===== config.mk =====
export PLATFORM = sky130hd
export DESIGN_NAME = ram_burst_reader
export DESIGN_NICKNAME = d
export VERILOG_FILES = /design/src/rtl/ram_burst_reader.sv
export SDC_FILE = /design/constraint.sdc
export NUM_CORES = 1
export LEC_CHECK = 0
export BUFFER_PORTS_ARGS = -buffer_cell sky130_fd_sc_hd__buf_2
export CAP_MARGIN = 40
export CELL_PAD_IN_SITES_DETAIL_PLACEMENT = 0
export CELL_PAD_IN_SITES_GLOBAL_PLACEMENT = 1
export CORE_MARGIN = 3
export CORE_UTILIZATION = 48
export CTS_CLUSTER_DIAMETER = 50
export DETAILED_ROUTE_END_ITERATION = 10
export HOLD_SLACK_MARGIN = 0.05
export PLACE_DENSITY_LB_ADDON = 0.1
export SLEW_MARGIN = 20
export SYNTH_ARGS = -nofsm -noshare
export SYNTH_HDL_FRONTEND = slang
export SYNTH_SLANG_ARGS = --single-unit

===== constraint.sdc =====
create_clock -name clk -period 2 [get_ports clk]
set_input_delay 0.6 -clock clk [delete_from_list [all_inputs] [get_ports clk]]
set_output_delay 0.6 -clock clk [all_outputs]
set_load 0.01 [all_outputs]

===== src/rtl/ram_burst_reader.sv =====
// ============================================================================
// Module      : ram_burst_reader
// Description : Parametrised synchronous RAM for network weight/activation
//               storage. One write port plus an auto-incrementing burst read
//               engine: the caller hands over a base address and a length
//               once, and the block streams one word per cycle (flagged with
//               o_rd_valid / o_rd_last) into the MAC datapath.
// Revision    : 1.0 - initial parametrised release (successor of the fixed
//               32x8 hidden-unit RAM)
// ----------------------------------------------------------------------------
// Parameters
//   DATA_WIDTH  word width in bits
//   ADDR_WIDTH  address width; depth = 2**ADDR_WIDTH
//   INIT_FILE   initial-image name (kept for interface compatibility)
// Ports
//   clk         clock, all state updates on the rising edge
//   rst         asynchronous, active-high reset (RAM contents not cleared)
//   i_wr_en     write strobe, honoured in every state
//   i_wr_addr   write address
//   i_wr_data   write data
//   i_rd_start  start a burst; sampled only while idle
//   i_rd_base   first burst address, sampled with i_rd_start
//   i_rd_len    burst length in words (1..2**ADDR_WIDTH); 0 = no burst
//   i_rd_hold   stall: no read is issued this cycle
//   o_rd_busy   high while the burst engine is in its BURST state
//   o_rd_valid  o_rd_data carries a new word this cycle
//   o_rd_last   o_rd_data is the final word of the burst
//   o_rd_data   registered read data
// Configuration
//   RAM_WR_BYPASS_EN  undefined: read-before-write on a same-address
//                     collision (old word returned).
//                     defined:   write-first forwarding (i_wr_data returned).
// ============================================================================
`default_nettype none

module ram_burst_reader #(
    parameter int    DATA_WIDTH = 8,
    parameter int    ADDR_WIDTH = 5,
    parameter string INIT_FILE  = "ram_hidden_contents.txt"
) (
    input  logic                  clk,
    input  logic                  rst,
    input  logic                  i_wr_en,
    input  logic [ADDR_WIDTH-1:0] i_wr_addr,
    input  logic [DATA_WIDTH-1:0] i_wr_data,
    input  logic                  i_rd_start,
    input  logic [ADDR_WIDTH-1:0] i_rd_base,
    input  logic [ADDR_WIDTH:0]   i_rd_len,
    input  logic                  i_rd_hold,
    output logic                  o_rd_busy,
    output logic                  o_rd_valid,
    output logic                  o_rd_last,
    output logic [DATA_WIDTH-1:0] o_rd_data
);

    localparam int c_DEPTH = 1 << ADDR_WIDTH;

    localparam logic [0:0] c_IDLE  = 1'b0;
    localparam logic [0:0] c_BURST = 1'b1;

    localparam logic [ADDR_WIDTH-1:0] c_PTR_ONE  = {{(ADDR_WIDTH-1){1'b0}}, 1'b1};
    localparam logic [ADDR_WIDTH:0]   c_CNT_ONE  = {{ADDR_WIDTH{1'b0}}, 1'b1};
    localparam logic [ADDR_WIDTH:0]   c_CNT_ZERO = '0;

    // --------------------------------------------------------------------------
    // Storage
    // --------------------------------------------------------------------------
    logic [DATA_WIDTH-1:0] r_mem [0:c_DEPTH-1];

    // Plain clocked process: the array is never reset, so it stays out of the
    // asynchronously reset datapath below and maps onto block RAM.
    always @(posedge clk) begin
        if (i_wr_en) begin
            r_mem[i_wr_addr] <= i_wr_data;
        end
    end

    // --------------------------------------------------------------------------
    // Burst engine state
    // --------------------------------------------------------------------------
    logic [0:0]            r_state;
    logic [0:0]            w_state_nxt;
    logic [ADDR_WIDTH-1:0] r_ptr;
    logic [ADDR_WIDTH:0]   r_cnt;
    logic                  r_valid;
    logic                  r_last;
    logic [DATA_WIDTH-1:0] r_data;

    logic                  w_accept;   // burst request captured this cycle
    logic                  w_issue;    // one word read this cycle
    logic                  w_busy;
    logic                  w_final;    // this issue is the last of the burst
    logic [DATA_WIDTH-1:0] w_rd_word;

    // State register
    always_ff @(posedge clk or posedge rst) begin
        if (rst) begin
            r_state <= c_IDLE;
        end else begin
            r_state <= w_state_nxt;
        end
    end

    // Next-state logic
    always_comb begin
        w_state_nxt = r_state;
        case (r_state)
            c_IDLE: begin
                // A zero-length request is dropped rather than starting an empty burst.
                if (i_rd_start && (i_rd_len != c_CNT_ZERO)) begin
                    w_state_nxt = c_BURST;
                end
            end
            c_BURST: begin
                if (!i_rd_hold && (r_cnt == c_CNT_ONE)) begin
                    w_state_nxt = c_IDLE;
                end
            end
            default: begin
                w_state_nxt = c_IDLE;
            end
        endcase
    end

    // Output / control decode
    always_comb begin
        w_accept = 1'b0;
        w_issue  = 1'b0;
        w_busy   = 1'b0;
        case (r_state)
            c_IDLE: begin
                w_accept = i_rd_start && (i_rd_len != c_CNT_ZERO);
            end
            c_BURST: begin
                w_busy  = 1'b1;
                w_issue = !i_rd_hold;
            end
            default: begin
                w_busy = 1'b0;
            end
        endcase
    end

    assign w_final = w_issue && (r_cnt == c_CNT_ONE);

    // Collision handling: on a same-address write in the issue cycle the array
    // read sees the pre-write contents; the bypass variant forwards the new word.
`ifdef RAM_WR_BYPASS_EN
    assign w_rd_word = (i_wr_en && (i_wr_addr == r_ptr)) ? i_wr_data : r_mem[r_ptr];
`else
    assign w_rd_word = r_mem[r_ptr];
`endif

    // Address/count bookkeeping and registered read port
    always_ff @(posedge clk or posedge rst) begin
        if (rst) begin
            r_ptr   <= '0;
            r_cnt   <= '0;
            r_valid <= 1'b0;
            r_last  <= 1'b0;
            r_data  <= '0;
        end else begin
            if (w_accept) begin
                r_ptr <= i_rd_base;
                r_cnt <= i_rd_len;
            end else if (w_issue) begin
                // Pointer wraps naturally at 2**ADDR_WIDTH.
                r_ptr <= r_ptr + c_PTR_ONE;
                r_cnt <= r_cnt - c_CNT_ONE;
            end
            r_valid <= w_issue;
            r_last  <= w_final;
            // Data holds its last value through stalls and idle cycles.
            if (w_issue) begin
                r_data <= w_rd_word;
            end
        end
    end

    assign o_rd_busy  = w_busy;
    assign o_rd_valid = r_valid;
    assign o_rd_last  = r_last;
    assign o_rd_data  = r_data;

endmodule

`default_nettype wire


==> results of run 1 <==
-- area by class of cell --
cell class / instances / area, µm²
Timing Repair Buffer: 133 / 1130
Sequential cell: 278 / 8240
Clock inverter: 21 / 215
Inverter: 7 / 26.3
Clock buffer: 34 / 787
Fill cell: 1637 / 8610
Multi-Input combinational cell: 274 / 2800
Tap cell: 280 / 350
-- metrics by stage --
step | util | setup WS, ns | power, W
floorplan | - | 0.00890 | 0.00970
finish | 0.611 | -0.105 | 0.0176
global placement | 0.544 | -0.760 | 0.0111
detailed placement | 0.545 | -0.544 | 0.0111
CTS | 0.610 | -0.0804 | 0.0177
global route | 0.611 | -0.156 | 0.0184
-- registers in the layout (all words and copies together), names as in the netlist --
register,cells
o_rd_data,8
o_rd_last,1
o_rd_valid,1
r_cnt,6
r_mem,256
r_ptr,5
r_state,1
-- Yosys cell counts (all sizes together), types with 2 or more instances --
master,n
a2111oi,8
a211oi,16
a221o,5
a2bb2oi,2
buf,15
clkbuf,13
dfrtp,22
edfxtp,256
ha,3
inv,7
mux2,16
mux2i,48
mux4,40
nand2,22
nand2b,2
nand3,6
nand3b,8
nor2,49
nor3,3
o21ai,6
o22ai,24
or3b,4
xor2,3
-- per-layer routing --
layer,track usage,vias to the layer above
li1,-,2648
met1,0.309,3040
met2,0.350,180
met3,0.0410,35
met4,0.0401,0
met5,0,-
-- placed cells by master, fill, tap and decap left out, types with 3 or more instances in the layout --
cell	instances
dfrtp_1	21
ha_1	3
mux2_2	11
or3b_2	4
a221o_1	5
a2111oi_4	5
nand3_1	6
bufinv_16	4
edfxtp_1	256
clkinv_2	3
bufbuf_16	4
buf_2	40
a211oi_1	8
mux2_4	5
buf_4	76
nand2_1	21
mux2i_2	3
mux4_2	38
a211oi_4	3
mux2i_1	45
o22ai_2	6
buf_6	3
clkbuf_16	31
buf_12	7
clkbuf_1	3
nor2_1	49
o21ai_0	6
nor3_1	3
inv_1	6
clkinv_1	8
a211oi_2	5
xor2_1	3
a2111oi_2	3
o22ai_1	18
nand3b_1	8
-- final timing paths --
kind | startpoint | endpoint | slack, ns
setup reg to reg | r_ptr[0] | o_rd_data[2] | -0.10
hold / removal | rst | o_rd_data[0] | 0.11
min in group clk | i_rd_base[2] | r_ptr[2] | 0.26
max in group asynchronous | rst | r_ptr[0] | 1.59
hold reg to reg | r_cnt[5] | o_rd_last | 0.50
setup / recovery | r_ptr[0] | o_rd_data[2] | -0.10
-- kinds of logic (layout without fill, tap and decap cells) --
group | count (synthesis) | in the layout | share of synthesized area
DFF | 278 | 278 | 0.750
buffers and inverters | 35 | 195 | 0.0166
and+or+nand+nor | 101 | 101 | 0.0425
AOI/OAI and AO/OA | 63 | 63 | 0.0412
muxes | 104 | 104 | 0.144
adders and majority gates | 3 | 3 | 0.00342
xor gates and xnor gates | 3 | 3 | 0.00239
-- timing repair --
action | CTS | global route
setup endpoints to repair | 8 | 8
resized for setup | 53 | 2
hold buffers | 0 | 0
buffers inserted | 8 | 0
cloned | 5 | 0
endpoints found under the hold margin | 0 | 0
pin swaps | 11 | 0
-- critical path: stages (launching register included) --
cell and delay, ns:
dfrtp_4 0.49, buf_16 0.15, mux4_2 0.49, mux2_4 0.31, a2111oi_4 0.31, buf_4 0.18, a211oi_2 0.03
-- report_power, final --
part           internal, W  leakage (nW)  switching [W]
Clock              0.00334         0.484        0.00220
Combinational      0.00273          1.67        0.00245
Sequential         0.00663          2.56       0.000289
==> results.md, run 1 <==
- Post-synthesis register bit count: 278
- Slew HR: 0.502
- GRT overflow: 0
- Vias in the first global route: 6162
- Pleak: 4.72 nW
- Worst hold path type: input port to async pin
- Crit. End Element: flip-flop
- Die X: 157 µm
- Max-slew violations: 0
- Area growth syn-to-layout: 23.4%
- Post-DP HPWL: 16300 µm
- Post-synth EDFFs: 256
- Via count: 5903
- Num CTS Buffers: 31
- Yosys warns: 0
- Top cell type's share of synthesized area: 0.700
- Final setup violation count: 8
- Row Count: 54
- Nets: 757
- Initial core utilization: 0.495
- Largest net degree at the start of global routing: 33
- Clock Path Buffers: 3
- # IOs: 40
- Sequential element share of the synthesized area: 0.750
- Min Hold Slack: 0.106 ns
- Worst Reg2Reg Path Length in Cells: 6
- Primary FF master, synth: edfxtp_1
- Gpl congestion: 0.826
- Final ANT Viol Nets: 0
- Global-route wire length before repair: 38900 µm
- Synth unique cells: 39
- Drt first pass iters: 5
- Fin Setup TNS: -0.589 ns
- Fraction of registers with async set/reset: 0.0791
- Area after DPL: 0.0121 mm²
- Final period util: 1.05
- Top sig layer: met4
- Placed Cells: 962
- Worst-Skew Late Latency: 0.56 ns
- Fraction of layout cells with a size suffix above 1: 0.352
- Average wire per standard cell: 24.8 µm
- Cells taking the most area after synthesis: edfxtp_1 (70%), mux4_2 (7.4%), dfrtp_1 (5.0%)
- IO Port Bufs: 39
- Achievable Freq: 475 MHz
- Final WS setup: -0.105 ns
- Met3 wire len: 1460 µm
- Worst Path Arrival: 2.51 ns
- Clk sinks: 278
- Cell area after layout: 0.0135 mm²
- DR vias/cell: 5.75
- Outcome: complete, but fails checks
- Violated checks: negative setup slack
- Worst Skew: 0.0256 ns
- PwrDens: 1300 mW/mm²
- Die Ht: 157 µm
- Max-cap violations: 0
- CTS H-tree depth: 1
- Max rail drop VDD: 0.773 mV
- Post-route insts no fill: 1027
- Die Area: 0.0247 mm²
- Gr usage total: 0.214
- Residual DRC: 0
- WL met1: 11100 µm
- Post-synth top area cell: edfxtp_1
- Slew at the pin closest to its max-slew limit: 0.745 ns
- Worst-path fanout max: 6
- Routed WL: 25500 µm
- Clock root buffer: clkbuf_16
- Syn nets: 619
- CTS clk-pin slew, worst paths: 0.06 ns
- Worst EP required: 2.41 ns
- DRT iter0 DRCs: 541
- Core area: 0.0222 mm²
- Cell area after synthesis: 0.0110 mm²
- Mapped Cells: 587
- Met2 Wirelength: 12500 µm
- Syn Area/Cell: 18.7 µm²
- Worst Setup Path Type: flip-flop to flip-flop
- CTS tree: built
- Initial antenna violation count: 1
- Diodes inserted: 0
- Final Hold Viols: 0
- Unrepaired setup endpoints after global routing: yes
- Final Critical Period: 2.10 ns
- Worst Setup Start Kind: flip-flop
(Power assumes the default switching activity.)
==> run 2, diff against run 1 <==
- PLACE_DENSITY: unset -> 0.83
- PLACE_DENSITY_LB_ADDON: 0.1 -> unset
- SLEW_MARGIN: 20 -> 10
==> results.md, run 2 (synthesis results as in run 1) <==
- Row Count: 54 (unchanged)
- Max-cap violations: 0 (unchanged)
- Achievable Freq: 463 MHz (-2.6%)
- Average wire per standard cell: 23.9 µm (-4.0%)
- Die X: 157 µm (unchanged)
- Violated checks: negative setup slack
- Vias in the first global route: 6133 (-0.47%)
- Worst-path fanout max: 7 (+1)
- Nets: 738 (-2.5%)
- Final WS setup: -0.160 ns (-0.0552 ns)
- Clock Path Buffers: 3 (unchanged)
- Die Area: 0.0247 mm² (unchanged)
- Number of fill cells in the layout: 1578 (-3.6%)
- DR vias/cell: 5.91 (+2.8%)
- Fraction of layout cells with a size suffix above 1: 0.331 (-0.0210)
- Top reg by flops: r_mem
- Min Hold Slack: 0.0918 ns (-0.0139 ns)
- Area growth syn-to-layout: 20.6%
- Final ANT Viol Nets: 0 (unchanged)
- Drt first pass iters: 5 (unchanged)
- CTS clk-pin slew, worst paths: 0.06 ns (about the same)
- Placed Cells: 952 (-1.0%)
- Crit. End Element: flip-flop
- Max-slew violations: 0 (unchanged)
- Num CTS Buffers: 29 (-6.5%)
- CTS tree: built
- Gpl congestion: 0.868 (+5.1%)
- Outcome: complete, but fails checks
- Routed WL: 24000 µm (-5.8%)
- Clock root buffer: clkbuf_16
- Max FFs per register: 256 (unchanged)
- Via count: 5954 (+0.86%)
- Pleak: 4.57 nW (-3.2%)
- Worst Setup Path Type: flip-flop to flip-flop
- Largest net degree at the start of global routing: 33 (unchanged)
- Gr usage total: 0.200 (-0.0146)
- Final core utilization: 0.598 (-0.0137)
- Cell area after layout: 0.0132 mm² (-2.2%)
- PwrDens: 1270 mW/mm² (-2.2%)
- DRT iter0 DRCs: 609 (+13%)
- Final Hold Viols: 0 (unchanged)
- Final Critical Period: 2.16 ns (+0.0552 ns)
- IO Port Bufs: 39 (unchanged)
- Initial antenna violation count: 0 (-1)
- Final period util: 1.08 (+0.0276)
- Global-route wire length before repair: 36900 µm (-5.3%)
- CTS hold repair buffers: 0 (unchanged)
- Most frequent cells in the layout: edfxtp_1 (256), buf_4 (66), nor2_1 (49)
- Residual DRC: 0 (unchanged)
- Diodes inserted: 0 (unchanged)
- Post-route insts no fill: 1008 (-1.9%)
- # IOs: 40 (unchanged)
- Post-DP HPWL: 15100 µm (-7.8%)
- Most common cell after layout, fill and taps aside: edfxtp_1
- Slew HR: 0.457 (-0.0457)
- Slew at the pin closest to its max-slew limit: 0.813 ns (+0.0684 ns)
- Core area: 0.0222 mm² (unchanged)
- Clk sinks: 278 (unchanged)
- Worst Reg2Reg Path Length in Cells: 6 (unchanged)
- Worst EP required: 2.42 ns (about the same)
- Worst Setup Start Kind: flip-flop
- CTS H-tree depth: 1 (unchanged)
- Setup WS pre-CTS: -0.650 ns (-0.106 ns)
- Worst Path Arrival: 2.58 ns (+0.07 ns)
- Initial core utilization: 0.495 (unchanged)
- Worst hold path type: input port to async pin
- Area after DPL: 0.0120 mm² (-0.80%)
- Unrepaired setup endpoints after global routing: yes
- Final setup violation count: 8 (unchanged)
- Worst-Skew Late Latency: 0.57 ns (about the same)
- GRT overflow: 0 (unchanged)
- Die Ht: 157 µm (unchanged)
- Worst Skew: 0.0320 ns (+0.00632 ns)
- Max rail drop VDD: 0.890 mV (+15%)
## run 2: changes by cell type in the layout (fill, tap and decap cells not counted), sizes merged
cell / change
buf: -13
bufbuf: -4
bufinv: -2
clkbuf: +3
clkinv: -4
clkinvlp: -1
inv: +2
## run 2: area by class of cell
cell class	instances	area (µm²)	share of cell area
Clock buffer	37	756	0.0571
Clock inverter	16	169	0.0128
Inverter	7	26.3	0.00198
Multi-Input combinational cell	274	2810	0.212
Sequential cell	278	8240	0.622
Tap cell	280	350	0.0265
Timing Repair Buffer	116	895	0.0675
## run 2: path summary, 6_finish.rpt
check	start	to	slack, ns
min	rst	o_rd_data[3]	0.09
min reg2reg	r_cnt[5]	o_rd_last	0.50
max reg2reg	r_ptr[0]	o_rd_data[2]	-0.16
max	r_ptr[0]	o_rd_data[2]	-0.16
max in group asynchronous	rst	r_ptr[0]	1.64
min in group clk	i_rd_base[2]	r_ptr[2]	0.29
## run 2: timing repair
action,in CTS,in global routing
resized for setup,52,3
setup endpoints to repair,8,8
pin swaps,13,1
setup buffers,4,1
## run 2: through the flow
step	power [W]	TNS, ns
after detailed placement	0.0110	-3.65
after CTS	0.0168	-0.633
after floorplan	0.00970	0
after global routing	0.0175	-1.15
final	0.0169	-0.664
after global placement	0.0109	-3.09
## run 2: power by group
group	switching (W)	internal [W]	leakage [nW]
registers	0.000314	0.00663	2.56
logic	0.00237	0.00241	1.55
clock network	0.00218	0.00297	0.451
total	0.00486	0.0120	4.57
## run 2: critical path: stages, from the launching register on
cell	delay (ns)
dfrtp_4	0.52
buf_12	0.13
mux4_2	0.52
mux2_4	0.31
a2111oi_4	0.31
buf_4	0.18
a211oi_2	0.04
## run 2: layer usage
layer	GRT usage	part of all wire
met1	0.277	0.41
met2	0.325	0.48
met3	0.0443	0.082
met4	0.0545	0.027
met5	0	0
==> run 3, diff against run 2 <==
- ABC_AREA: unset -> 1
- CORE_UTILIZATION: 48 -> 45
- PLACE_DENSITY: 0.83 -> 0.84
==> results.md, run 3 <==
- Initial antenna violation count: 0 (unchanged)
- CTS clk-pin slew, worst paths: 0.06 ns (about the same)
- Top cells by count, synth: nand2_1 (374), edfxtp_1 (256), nand3_1 (171)
- Placed Cells: 1521 (+60%)
- Cells taking the most area after synthesis: edfxtp_1 (65%), nand2_1 (12%), nand3_1 (7.2%)
- Sequential Area: 0.00824 mm² (about the same)
- Initial core utilization: 0.464 (-0.0313)
- Worst r2r dst: o_rd_data[7]
- Worst EP required: 2.44 ns (+0.02 ns)
- Worst Reg2Reg Path Length in Cells: 8 (+2)
- Comb pwr share: 0.314 (+0.031)
- Drt first pass iters: 5 (unchanged)
- Largest net degree at the start of global routing: 65 (+97%)
- Max-slew violations: 0 (unchanged)
- RR Startpoint: r_ptr[2]
- Average wire per standard cell: 18.7 µm (-21%)
- Fraction of registers with async set/reset: 0.0791 (unchanged)
- Worst hold path type: input port to async pin
- Max FFs per register: 256 (unchanged)
- Worst Setup Path Type: flip-flop to flip-flop
- Post-Synth Adder-Cell Area: 0.00317 (-0.000253)
- Syn nets: 1163 (+88%)
- P_sw: 0.00620 W (+28%)
- DR vias/cell: 5.20 (-12%)
- Final setup violation count: 0 (-8)
- IO Port Bufs: 39 (unchanged)
- Worst Setup Start Kind: flip-flop
- Core area: 0.0255 mm² (+15%)
- Worst Skew: 0.0166 ns (-0.0153 ns)
- Sequential power share: 0.386 (-0.026)
- Slew HR: 0.626 (+0.169)
- CTS H-tree depth: 1 (unchanged)
- Worst-path fanout max: 16 (+9)
- Fraction of layout cells with a size suffix above 1: 0.128 (-0.203)
- CTS tree: built
- Sequential element share of the synthesized area: 0.695 (-0.0554)
- Gr usage total: 0.209 (+0.00888)
- Post-route insts no fill: 1577 (+56%)
- Mapped Cells: 1131 (+93%)
- Worst-Skew Late Latency: 0.56 ns (about the same)
- Post-synthesis register bit count: 278 (unchanged)
- Most common cell in the netlist: nand2_1
- Max-cap violations: 0 (unchanged)
- Worst Path Arrival: 2.34 ns (-0.24 ns)
- Top reg by flops: r_mem
- Post-synth top area cell: edfxtp_1
- Post-synth EDFFs: 256 (unchanged)
- Outcome: finished clean
- Slew at the pin closest to its max-slew limit: 0.561 ns (-0.252 ns)
- Clock Path Buffers: 3 (unchanged)
- Gpl congestion: 0.847 (-2.5%)
- Number of fill cells in the layout: 2238 (+42%)
- Max rail drop VDD: 0.682 mV (-23%)
- Switching fraction of total power: 0.349 (+0.0606)
- Clock network fraction of design power: 0.299 (-0.006)
- Compound-Gate Fraction of Synth Area: 0.0182 (-0.0231)
- Post-synthesis xor/xnor area fraction: 0.00295 (+0.000562)
- Most common cell after layout, fill and taps aside: nand2_1
- Final Critical Period: 1.89 ns (-0.265 ns)
- Pleak: 5.72 nW (+25%)
- Fin Setup TNS: 0 ns (+0.664 ns)
- Primary FF master, synth: edfxtp_1
- Yosys warns: 0 (unchanged)
- PwrDens: 1280 mW/mm² (+0.59%)
- Crit. End Element: flip-flop
- Post-synthesis mux area share: 0 (-0.144)
- Routed WL: 29500 µm (+23%)
- Clk sinks: 278 (unchanged)
- Final ANT Viol Nets: 0 (unchanged)
- Multi-input logic area: 0.00289 mm² (+3.0%)
- Clock root buffer: clkbuf_16
- Synth unique cells: 22 (-44%)
- Residual DRC: 0 (unchanged)
- Unrepaired setup endpoints after global routing: no
- Syn Area/Cell: 10.5 µm² (-44%)
- Cell area after synthesis: 0.0119 mm² (+8.0%)
- Post-DP HPWL: 18700 µm (+24%)
- CTS hold repair buffers: 0 (unchanged)
- Most frequent cells in the layout: nand2_1 (374), edfxtp_1 (256), nand3_1 (171)
- Num CTS Buffers: 31 (+6.9%)
- Simple-Gate Fraction of Synth Area: 0.220 (+0.177)
- Final period util: 0.947 (-0.133)
- Top cell type's share of synthesized area: 0.648 (-0.0517)
- Global-route wire length before repair: 45800 µm (+24%)
- Achievable Freq: 528 MHz (+14%)
- Area growth syn-to-layout: 17.1%
- Row Count: 58 (+7.4%)
- Vias in the first global route: 8019 (+31%)
- Die Ht: 168 µm (+7.0%)
- Die X: 168 µm (+7.0%)
- Die Area: 0.0283 mm² (+15%)
- Final Hold Viols: 0 (unchanged)
- Via count: 8204 (+38%)
- GRT overflow: 0 (unchanged)
- Nets: 1256 (+70%)
- DRT iter0 DRCs: 809 (+33%)
- Diodes inserted: 0 (unchanged)
- Reg-to-reg slack, setup: 0.11 ns (+0.27 ns)
- # IOs: 40 (unchanged)
- Largest family of logic cells by synthesized area: simple AND/OR/NAND/NOR gates
- Pint: 0.0116 W (-3.5%)
-- run 3: changes by cell type in the layout (fill, tap and decap cells not counted), moves of 11 or more --
cell and change:
nand2_1 +353, mux4_2 -38, o22ai_1 -21, mux2i_1 -48, a211oi_2 -11, nor2_1 +38
nand3_1 +165, a21oi_1 +16, inv_1 +111
-- run 3: logic make-up after synthesis --
family                     after synthesis
DFF                                    278
AOI/OAI and AO/OA                       37
buffers and inverters                  174
and+or+nand+nor                        635
adders and majority gates                3
xor gates and xnor gates                 4
-- run 3: how the worst max path moves through the flow --
stage / startpoint / end / cells past startpoint
2_1_floorplan: i_wr_addr[0] / r_mem[0][0] / 3
3_3_place_gp: i_rd_len[0] / r_ptr[0] / 7
3_5_place_dp: r_ptr[0] / o_rd_data[1] / 9
4_1_cts: r_ptr[0] / o_rd_data[1] / 9
5_1_grt: r_ptr[2] / o_rd_data[7] / 8
6_report: r_ptr[2] / o_rd_data[7] / 8
-- run 3: repair_timing --
| item | 4_1_cts | 5_1_grt |
|---|---|---|
| setup buffers | 0 | 0 |
| hold endpoints to repair | 0 | 0 |
| resized for setup | 0 | 1 |
| endpoints found under the setup margin | 0 | 1 |
-- run 3: cell type report --
class / instances / area share
multi-input combinational: 679 / 0.208
timing repair buffer: 112 / 0.0662
clock inverter: 18 / 0.0112
clock buffer: 38 / 0.0578
sequential: 278 / 0.594
inverter: 122 / 0.0332
tap: 330 / 0.0297
-- run 3: power by group through the flow --
| stage | clock (W) | sequential [W] | combinational (W) |
|---|---|---|---|
| floorplan | 0 | 0.00691 | 0.00366 |
| global placement | 0 | 0.00698 | 0.00558 |
| detailed placement | 0 | 0.00698 | 0.00555 |
| CTS | 0.00544 | 0.00686 | 0.00558 |
| global route | 0.00567 | 0.00690 | 0.00624 |
| finish | 0.00533 | 0.00687 | 0.00559 |
-- run 3: layer usage --
layer  wire length, µm  GRT usage
met1             12500      0.291
met2             13700      0.332
met3              2460     0.0404
met4               947     0.0694
met5                 0          0
-- run 3: critical path, stage by stage, from the launching register on --
cell and delay, ns:
dfrtp_1 0.49, nand2_1 0.19, inv_1 0.28, nand3_1 0.19, nand2_1 0.07, nor2_1 0.27, nand2_1 0.12, nand3_1 0.11
nand2_1 0.07
-- run 3: metrics by stage --
| step | setup WS (ns) | util | area, µm² | power (W) | hold WS (ns) |
|---|---|---|---|---|---|
| 6_report | 0.105 | 0.543 | 13900 | 0.0178 | 0.0692 |
| 4_1_cts | 0.159 | 0.543 | 13900 | 0.0179 | 0.0734 |
| 3_3_place_gp | 0.158 | 0.506 | 12900 | 0.0126 | 0.470 |
| 5_1_grt | 0.0174 | 0.543 | 13900 | 0.0188 | 0.0914 |
| 3_5_place_dp | 0.167 | 0.506 | 12900 | 0.0125 | 0.467 |
| 2_1_floorplan | 0.366 | - | 11900 | 0.0106 | 0.464 |
